$ cat src/rtl/cond_flags_reg.sv
// Architectural condition-code register {N,V,C,Z} with a one-entry pending
// stage, stall/flush handling and a single shadow copy for save/restore.
module cond_flags_reg #(
   parameter int DATA_W    = 32,
   parameter int COND_BITS = 4
) (
   input  logic                 clk,
   input  logic                 rst_n,
   input  logic                 alu_valid,
   input  logic                 alu_set_flags,
   input  logic [1:0]           alu_op_class,
   input  logic [DATA_W-1:0]    alu_a,
   input  logic [DATA_W-1:0]    alu_b,
   input  logic [DATA_W-1:0]    alu_result,
   input  logic                 alu_carry_out,
   input  logic                 stall,
   input  logic                 flush,
   input  logic                 save,
   input  logic                 restore,
   output logic [COND_BITS-1:0] cond_code,
   output logic                 flags_busy
);

   if (COND_BITS != 4) begin : g_bad_cond_bits
      $error("cond_flags_reg supports COND_BITS == 4 only");
   end

   typedef enum logic {EMPTY, PENDING} state_t;

   localparam logic [1:0] CLS_LOGIC = 2'b00;
   localparam logic [1:0] CLS_ADD   = 2'b01;
   localparam logic [1:0] CLS_SUB   = 2'b10;
   localparam logic [1:0] CLS_RSVD  = 2'b11;

   localparam int N_BIT = 3;
   localparam int V_BIT = 2;
   localparam int C_BIT = 1;
   localparam int Z_BIT = 0;

   state_t                 state_q, state_d;
   logic [COND_BITS-1:0]   pend_q, pend_d;
   logic [COND_BITS-1:0]   cond_q, cond_d;
   logic [COND_BITS-1:0]   shadow_q, shadow_d;

   logic                   a_msb, b_msb, r_msb;
   logic                   cur_c, cur_v;
   logic                   cand_c, cand_v;
   logic [COND_BITS-1:0]   cand;
   logic                   accept, commit;

   assign a_msb = alu_a[DATA_W-1];
   assign b_msb = alu_b[DATA_W-1];
   assign r_msb = alu_result[DATA_W-1];

   // A logic op keeps C/V from the newest flags, which may still be pending.
   assign cur_c = (state_q == PENDING) ? pend_q[C_BIT] : cond_q[C_BIT];
   assign cur_v = (state_q == PENDING) ? pend_q[V_BIT] : cond_q[V_BIT];

   assign accept = alu_valid & alu_set_flags & ~stall & ~flush & ~restore
                   & (alu_op_class != CLS_RSVD);
   assign commit = (state_q == PENDING) & ~stall & ~flush & ~restore;

   // NOTE: every signal assigned in an always_comb gets a default first so no latch is inferred.
   always_comb begin
      cand_c = cur_c;
      cand_v = cur_v;
      unique case (alu_op_class)
         CLS_ADD: begin
            cand_c = alu_carry_out;
            cand_v = (a_msb == b_msb) & (r_msb != a_msb);
         end
         CLS_SUB: begin
            cand_c = alu_carry_out;
            cand_v = (a_msb != b_msb) & (r_msb != a_msb);
         end
         CLS_LOGIC, CLS_RSVD: ;
      endcase
      cand        = '0;
      cand[N_BIT] = r_msb;
      cand[V_BIT] = cand_v;
      cand[C_BIT] = cand_c;
      cand[Z_BIT] = (alu_result == '0);
   end

   always_comb begin
      state_d  = state_q;
      pend_d   = pend_q;
      cond_d   = cond_q;
      shadow_d = shadow_q;
      if (restore) begin
         cond_d  = shadow_q;
         state_d = EMPTY;
      end else begin
         if (save) shadow_d = cond_q;
         if (flush) begin
            state_d = EMPTY;
         end else begin
            if (commit) begin
               cond_d  = pend_q;
               state_d = EMPTY;
            end
            // A same-edge accept overrides the commit's EMPTY.
            if (accept) begin
               pend_d  = cand;
               state_d = PENDING;
            end
         end
      end
   end

   // NOTE: sequential state uses non-blocking assignments so all registers update from pre-edge values.
   always_ff @(posedge clk or negedge rst_n) begin
      if (!rst_n) begin
         state_q  <= EMPTY;
         pend_q   <= '0;
         cond_q   <= '0;
         shadow_q <= '0;
      end else begin
         state_q  <= state_d;
         pend_q   <= pend_d;
         cond_q   <= cond_d;
         shadow_q <= shadow_d;
      end
   end

   assign cond_code  = cond_q;
   assign flags_busy = (state_q == PENDING);

endmodule

$ cat config.mk
export PLATFORM = sky130hd
export DESIGN_NAME = cond_flags_reg
export DESIGN_NICKNAME = d
export VERILOG_FILES = /design/src/rtl/cond_flags_reg.sv
export SDC_FILE = /design/constraint.sdc
export NUM_CORES = 1
export LEC_CHECK = 0
export CAP_MARGIN = 20
export CELL_PAD_IN_SITES_DETAIL_PLACEMENT = 2
export CELL_PAD_IN_SITES_GLOBAL_PLACEMENT = 2
export CORE_ASPECT_RATIO = 1.4
export CORE_MARGIN = 8
export CORE_UTILIZATION = 10
export CTS_BUF_LIST = sky130_fd_sc_hd__clkbuf_4 sky130_fd_sc_hd__clkbuf_8 sky130_fd_sc_hd__clkbuf_16
export CTS_CLUSTER_SIZE = 10
export DETAILED_ROUTE_END_ITERATION = 10
export PLACE_DENSITY = 0.79
export SLEW_MARGIN = 40
export SYNTH_ARGS = -nofsm -noshare
export SYNTH_HDL_FRONTEND = slang
export SYNTH_SLANG_ARGS = --single-unit
$ cat constraint.sdc
create_clock -name clk -period 1 [get_ports clk]
set_input_delay 0.25 -clock clk [delete_from_list [all_inputs] [get_ports clk]]
set_output_delay 0.25 -clock clk [all_outputs]
set_load 0.1 [all_outputs]
==> results_dict.tcl, run 1 <==
set metrics [dict create \
    ys_seq_elements 13 \
    cpPeakStageDelay_ps 480 \
    grt_pass1_vias 1051 \
    cts_tree "yes" \
    synth.distinct_cells 25 \
    gr-usage-all-layers 0.0618 \
    timing.fmax_ghz 0.801 \
    relSlewSlack 0.848 \
    crit_fanout 2 \
    syn_avg_cell_area_um2 11.0 \
    die_y_um 120 \
    netlist.top_cell.by_area "dfrtp_1" \
    final-setup-viol-count 12 \
    hp-class "input port to asynchronous set/reset pin" \
    hold_slack_ps 350 \
    antenna_found_initial 0 \
    cap_violations 0 \
    ant_nets 0 \
    fin_area_mm2 0.00183 \
    switchingPower_mw 0.436 \
    r2r_setup_slack_ps -200 \
    netlist.area_leader.share 0.418 \
    async_reset_ff_frac 1.00 \
    layout_common_cells "dlygate4sd2_1 (17), clkdlybuf4s15_1 (14), buf_4 (13)" \
    netlist_area_um2 778 \
    drt-total-wl_um 3420 \
    grt_pass1_wl_um 5330 \
    crit_buf_inv 2 \
    synthCells 71 \
    cts_buffers 3 \
    io_buffers 49 \
    power_mw 1.59 \
    cts.sink_count 13 \
    start_util 0.102 \
    wl_per_cell_um 14.1 \
    drt_iter0_markers 17 \
    rows 38 \
    gp_congestion 0.684 \
    clkPwrFrac 0.306 \
    total_leakage_power_nw 0.761 \
    root_buffer "clkbuf_8" \
    final_common_cell "dlygate4sd2_1" \
    antenna_cells 0 \
    vias_per_cell 3.49 \
    yosys-top-cells-area "dfrtp_1 (42%), mux2i_1 (7.7%), nor4_1 (6.4%)" \
    synth_edf_count 0 \
    power.internal_mw 1.15 \
    ys_warn_count 0 \
    path_clk_slew_ps 50 \
    vias 844 \
    endpoint_kind "primary output" \
    finalCriticalPeriod_ps 1250 \
    yosysSeqAreaShare 0.418 \
    design.core.area_mm2 0.00765 \
    crit_type "flop to primary output" \
    final_nets 253 \
    critPathSlowestCell "dfrtp_4" \
    seq_area_um2 334 \
    layout-drive-gt1-share 0.528 \
    tightestPinTransition_ps 226 \
    rsz0062_at_grt "true" \
    violations "negative setup slack" \
    synth_flop_cell "dfrtp_1" \
    seq_power_share 0.374 \
    multi_input_area_um2 612 \
    die_w_um 90.6 \
    finClkSkew_ps 1.92 \
    power_density_mw_per_mm2 869 \
    crit_path_start_kind "flop" \
    clk_latency_ps 240 \
    syn_nets 181 \
    io_pins 112 \
    dp_hpwl_um 2620 \
    critPathRequiredTime_ps 750 \
    crit_chain "buf_6 > buf_12" \
    cts_max_path_buffers 2 \
    num-fill-cells 848 \
    status "finished with violations" \
    hold_violations 0 \
    dr.pass1.iters 2 \
    cp.arrival_ps 1000 \
    ir_drop_uv 491 \
    cts-htree-levels 1 \
    combinationalPowerShare 0.320 \
    overflow 0 \
    finish.utilization 0.239 \
    drc_errors 0 \
    path_delay_family "flip-flops" \
    slew_viol_final 0 \
    area_delta_synth_final_pct 135 \
    finalCritPeriodShare 1.25 \
    placed_area_mm2 0.00156 \
    ctsHoldBuffers 0 \
    fin_ws_ps -248 \
    grt_max_degree 14 \
    die_area_mm2 0.0109 \
    switching_share 0.275 \
]
-- worst reg2reg max path: stages (launching register included) --
cell and delay (ps):
dfrtp_4 420, buf_6 130, nand2b_4 60, nor2_4 190
mux2i_1 220, o21ai_1 70
-- through the flow --
stage | setup slack [ps] | cells | setup TNS [ps]
finish | -248 | 242 | -1620
detailed placement | -905 | 226 | -7920
CTS | -250 | 238 | -1710
floorplan | -229 | 71 | -1330
global placement | -796 | 226 | -7610
global route | -280 | 242 | -2170
-- flip-flops by register name (all words and copies together), names as in the netlist --
name	count
cond_code	4
flags_busy	1
pend_q	4
shadow_q	4
-- cell type report --
class,instances,area share
inverter,3,0.00752
clock buffer,4,0.0267
multi-input combinational,53,0.334
sequential,13,0.183
tap,100,0.0684
timing repair buffer,69,0.380
-- layer usage --
metal	up-vias	GRT usage	wire, um
met4	0	0.0188	24
met2	28	0.115	1970
met5	-	0	0
li1	402	-	-
met1	412	0.0645	1250
met3	2	0.0199	169
-- cells in the mapped netlist (all sizes together), types with 5 or more instances --
library cell and instances:
dfrtp 13, nand2 6, nor4 8, mux2 5, mux2i 6, o21ai 6
-- power groups by stage --
| stage | clock, mW | combinational, mW | sequential, mW |
|---|---|---|---|
| floorplan | 0 | 0.166 | 0.610 |
| global placement | 0 | 0.444 | 0.604 |
| detailed placement | 0 | 0.458 | 0.607 |
| CTS | 0.502 | 0.479 | 0.594 |
| global route | 0.541 | 0.541 | 0.600 |
| finish | 0.486 | 0.508 | 0.595 |
-- path summary, 6_finish.rpt --
path                                 from            to  depth (start not counted)
max                            flags_busy    flags_busy                          2
min in group clk           alu_result[15]     pend_q[0]                          4
min                                 rst_n  cond_code[3]                          2
max reg2reg                    flags_busy  cond_code[3]                          5
max in group asynchronous           rst_n    flags_busy                          2
min reg2reg                     pend_q[0]     pend_q[0]                          2
-- timing repair --
action,CTS,global route
setup buffers,7,4
gates cloned,1,0
setup endpoints to repair,18,18
pin swaps,17,17
hold endpoints to repair,0,0
gates resized for setup,94,24
-- cells by family after synthesis --
| logic type | count (synthesis) | synth area share |
|---|---|---|
| AND/OR/NAND/NOR | 27 | 0.235 |
| flip-flops | 13 | 0.418 |
| multiplexers | 11 | 0.154 |
| AO/OA/AOI/OAI | 10 | 0.0932 |
| buffers and inverters | 6 | 0.0402 |
| adder cells (fa/ha/maj) | 3 | 0.0482 |
| XOR/XNOR | 1 | 0.0113 |
No activity file was read; power rests on OpenSTA's default activity.
==> run 2, diff against run 1 <==
- HOLD_SLACK_MARGIN: default -> 0.02
==> results of run 2 <==
Final layout, timing and power as in run 1 (identical DEF).
==> run 3, diff against run 2 <==
- CORE_MARGIN: 8 -> 1
==> results_dict.tcl, run 3 (synthesized netlist as in run 1, its figures left out) <==
set metrics [dict create \
    cp.arrival_ps 1020 \
    design.core.area_mm2 0.00745 \
    grt_max_degree 14 \
    r2r_start "flags_busy" \
    grt_pass1_wl_um 4990 \
    area_delta_synth_final_pct 124 \
    crit_path_start "flags_busy" \
    wl_per_cell_um 13.1 \
    finalCritPeriodShare 1.27 \
    endpoint_kind "primary output" \
    ant_nets 0 \
    drt-total-wl_um 3090 \
    clk_latency_ps 240 \
    critPathSlowestCell "dfrtp_4" \
    ir_drop_uv 289 \
    grt_pass1_vias 988 \
    root_buffer "clkbuf_8" \
    setup_tns_ps -1860 \
    timing.fmax_ghz 0.785 \
    dp_cells 222 \
    die_y_um 106 \
    rsz0062_at_grt "true" \
    crit_chain "buf_6 > buf_12" \
    num-fill-cells 836 \
    fin_ws_ps -274 \
    cts.sink_count 13 \
    antenna_found_initial 0 \
    layout-drive-gt1-share 0.482 \
    cts_max_path_buffers 2 \
    layout_common_cells "clkdlybuf4s15_1 (19), dlygate4sd2_1 (14), buf_4 (11)" \
    violations "negative setup slack" \
    finClkSkew_ps 1.99 \
    crit_path_start_kind "flop" \
    power_density_mw_per_mm2 901 \
    crit_fanout 2 \
    hold_violations 0 \
    drt_iter0_markers 12 \
    critPathRequiredTime_ps 750 \
    cts-htree-levels 1 \
    ctsHoldBuffers 0 \
    final-setup-viol-count 11 \
    placed_area_mm2 0.00154 \
    overflow 0 \
    die_area_mm2 0.00814 \
    cap_violations 0 \
    dp_hpwl_um 2270 \
    status "finished with violations" \
    finalCriticalPeriod_ps 1270 \
    io_buffers 49 \
    die_w_um 76.6 \
    cpPeakStageDelay_ps 500 \
    cts_tree "yes" \
    hold_slack_ps 348 \
    power_mw 1.57 \
    vias 839 \
    slew_viol_final 0 \
    total_leakage_power_nw 0.711 \
    gr-usage-all-layers 0.0806 \
    final_nets 250 \
    final_common_cell "clkdlybuf4s15_1" \
    path_clk_slew_ps 60 \
    cts_buffers 3 \
    relSlewSlack 0.842 \
    start_util 0.104 \
    tightestPinTransition_ps 236 \
    io_pins 112 \
    gp_congestion 0.648 \
    vias_per_cell 3.56 \
    dr.pass1.iters 2 \
    antenna_cells 0 \
    final_cells 236 \
    drc_errors 0 \
    hp-class "input port to asynchronous set/reset pin" \
    rows 37 \
    fin_area_mm2 0.00175 \
    crit_type "flop to primary output" \
]
==> run 3: changes by cell type in the layout (fill, tap and decap cells not counted), sizes merged <==
cell,previous run,this run
buf,30,25
clkbuf,6,8
clkdlybuf4s15,17,20
clkdlybuf4s50,2,3
dlygate4sd2,17,14
dlymetal6s2s,1,0
==> run 3: area by class of cell <==
class | count | area, um2 | area share
flip-flops and latches | 13 | 334 | 0.191
multi-input cells | 53 | 561 | 0.321
clock buffers | 4 | 48.8 | 0.0279
inverters | 3 | 13.8 | 0.00788
repair buffers | 66 | 668 | 0.383
well taps | 97 | 121 | 0.0695
==> run 3: final timing paths <==
kind	end	cells past startpoint	slack, ps
setup / recovery	flags_busy	2	-270
hold / removal	shadow_q[0]	2	350
setup reg to reg	cond_code[2]	5	-250
hold reg to reg	cond_code[3]	2	490
max in group asynchronous	flags_busy	2	520
min in group clk	pend_q[0]	4	350
==> run 3: per-stage QoR <==
step / setup WS (ps) / utilization
CTS: -264 / 0.228
detailed placement: -856 / 0.207
global route: -303 / 0.234
global placement: -803 / 0.207
floorplan: -229 / -
finish: -274 / 0.234
==> run 3: worst max-delay path: cells and delay by family, from the launching register on <==
family	cells	cell delay (ps)
buffers and inverters	2	280
DFF	1	500
==> run 3: what timing repair did <==
| action | CTS | global route |
|---|---|---|
| pin swaps | 19 | 14 |
| setup endpoints to repair | 18 | 15 |
| setup buffers | 7 | 2 |
| gates cloned | 1 | 0 |
| resized for setup | 81 | 26 |
==> run 3: layer usage <==
| layer | up-vias | part of all wire | global-route usage |
|---|---|---|---|
| met5 | - | 0 | 0 |
| met4 | 0 | 0.0074 | 0.0206 |
| met3 | 2 | 0.050 | 0.0240 |
| met2 | 32 | 0.60 | 0.160 |
| met1 | 405 | 0.34 | 0.0800 |
| li1 | 400 | - | - |
==> run 3: where the power goes <==
part           total [mW]  leakage [nW]  internal (mW)  switching (mW)
Clock               0.499        0.0262          0.309           0.191
Sequential          0.596         0.169          0.567          0.0290
Combinational       0.479         0.517          0.267           0.212
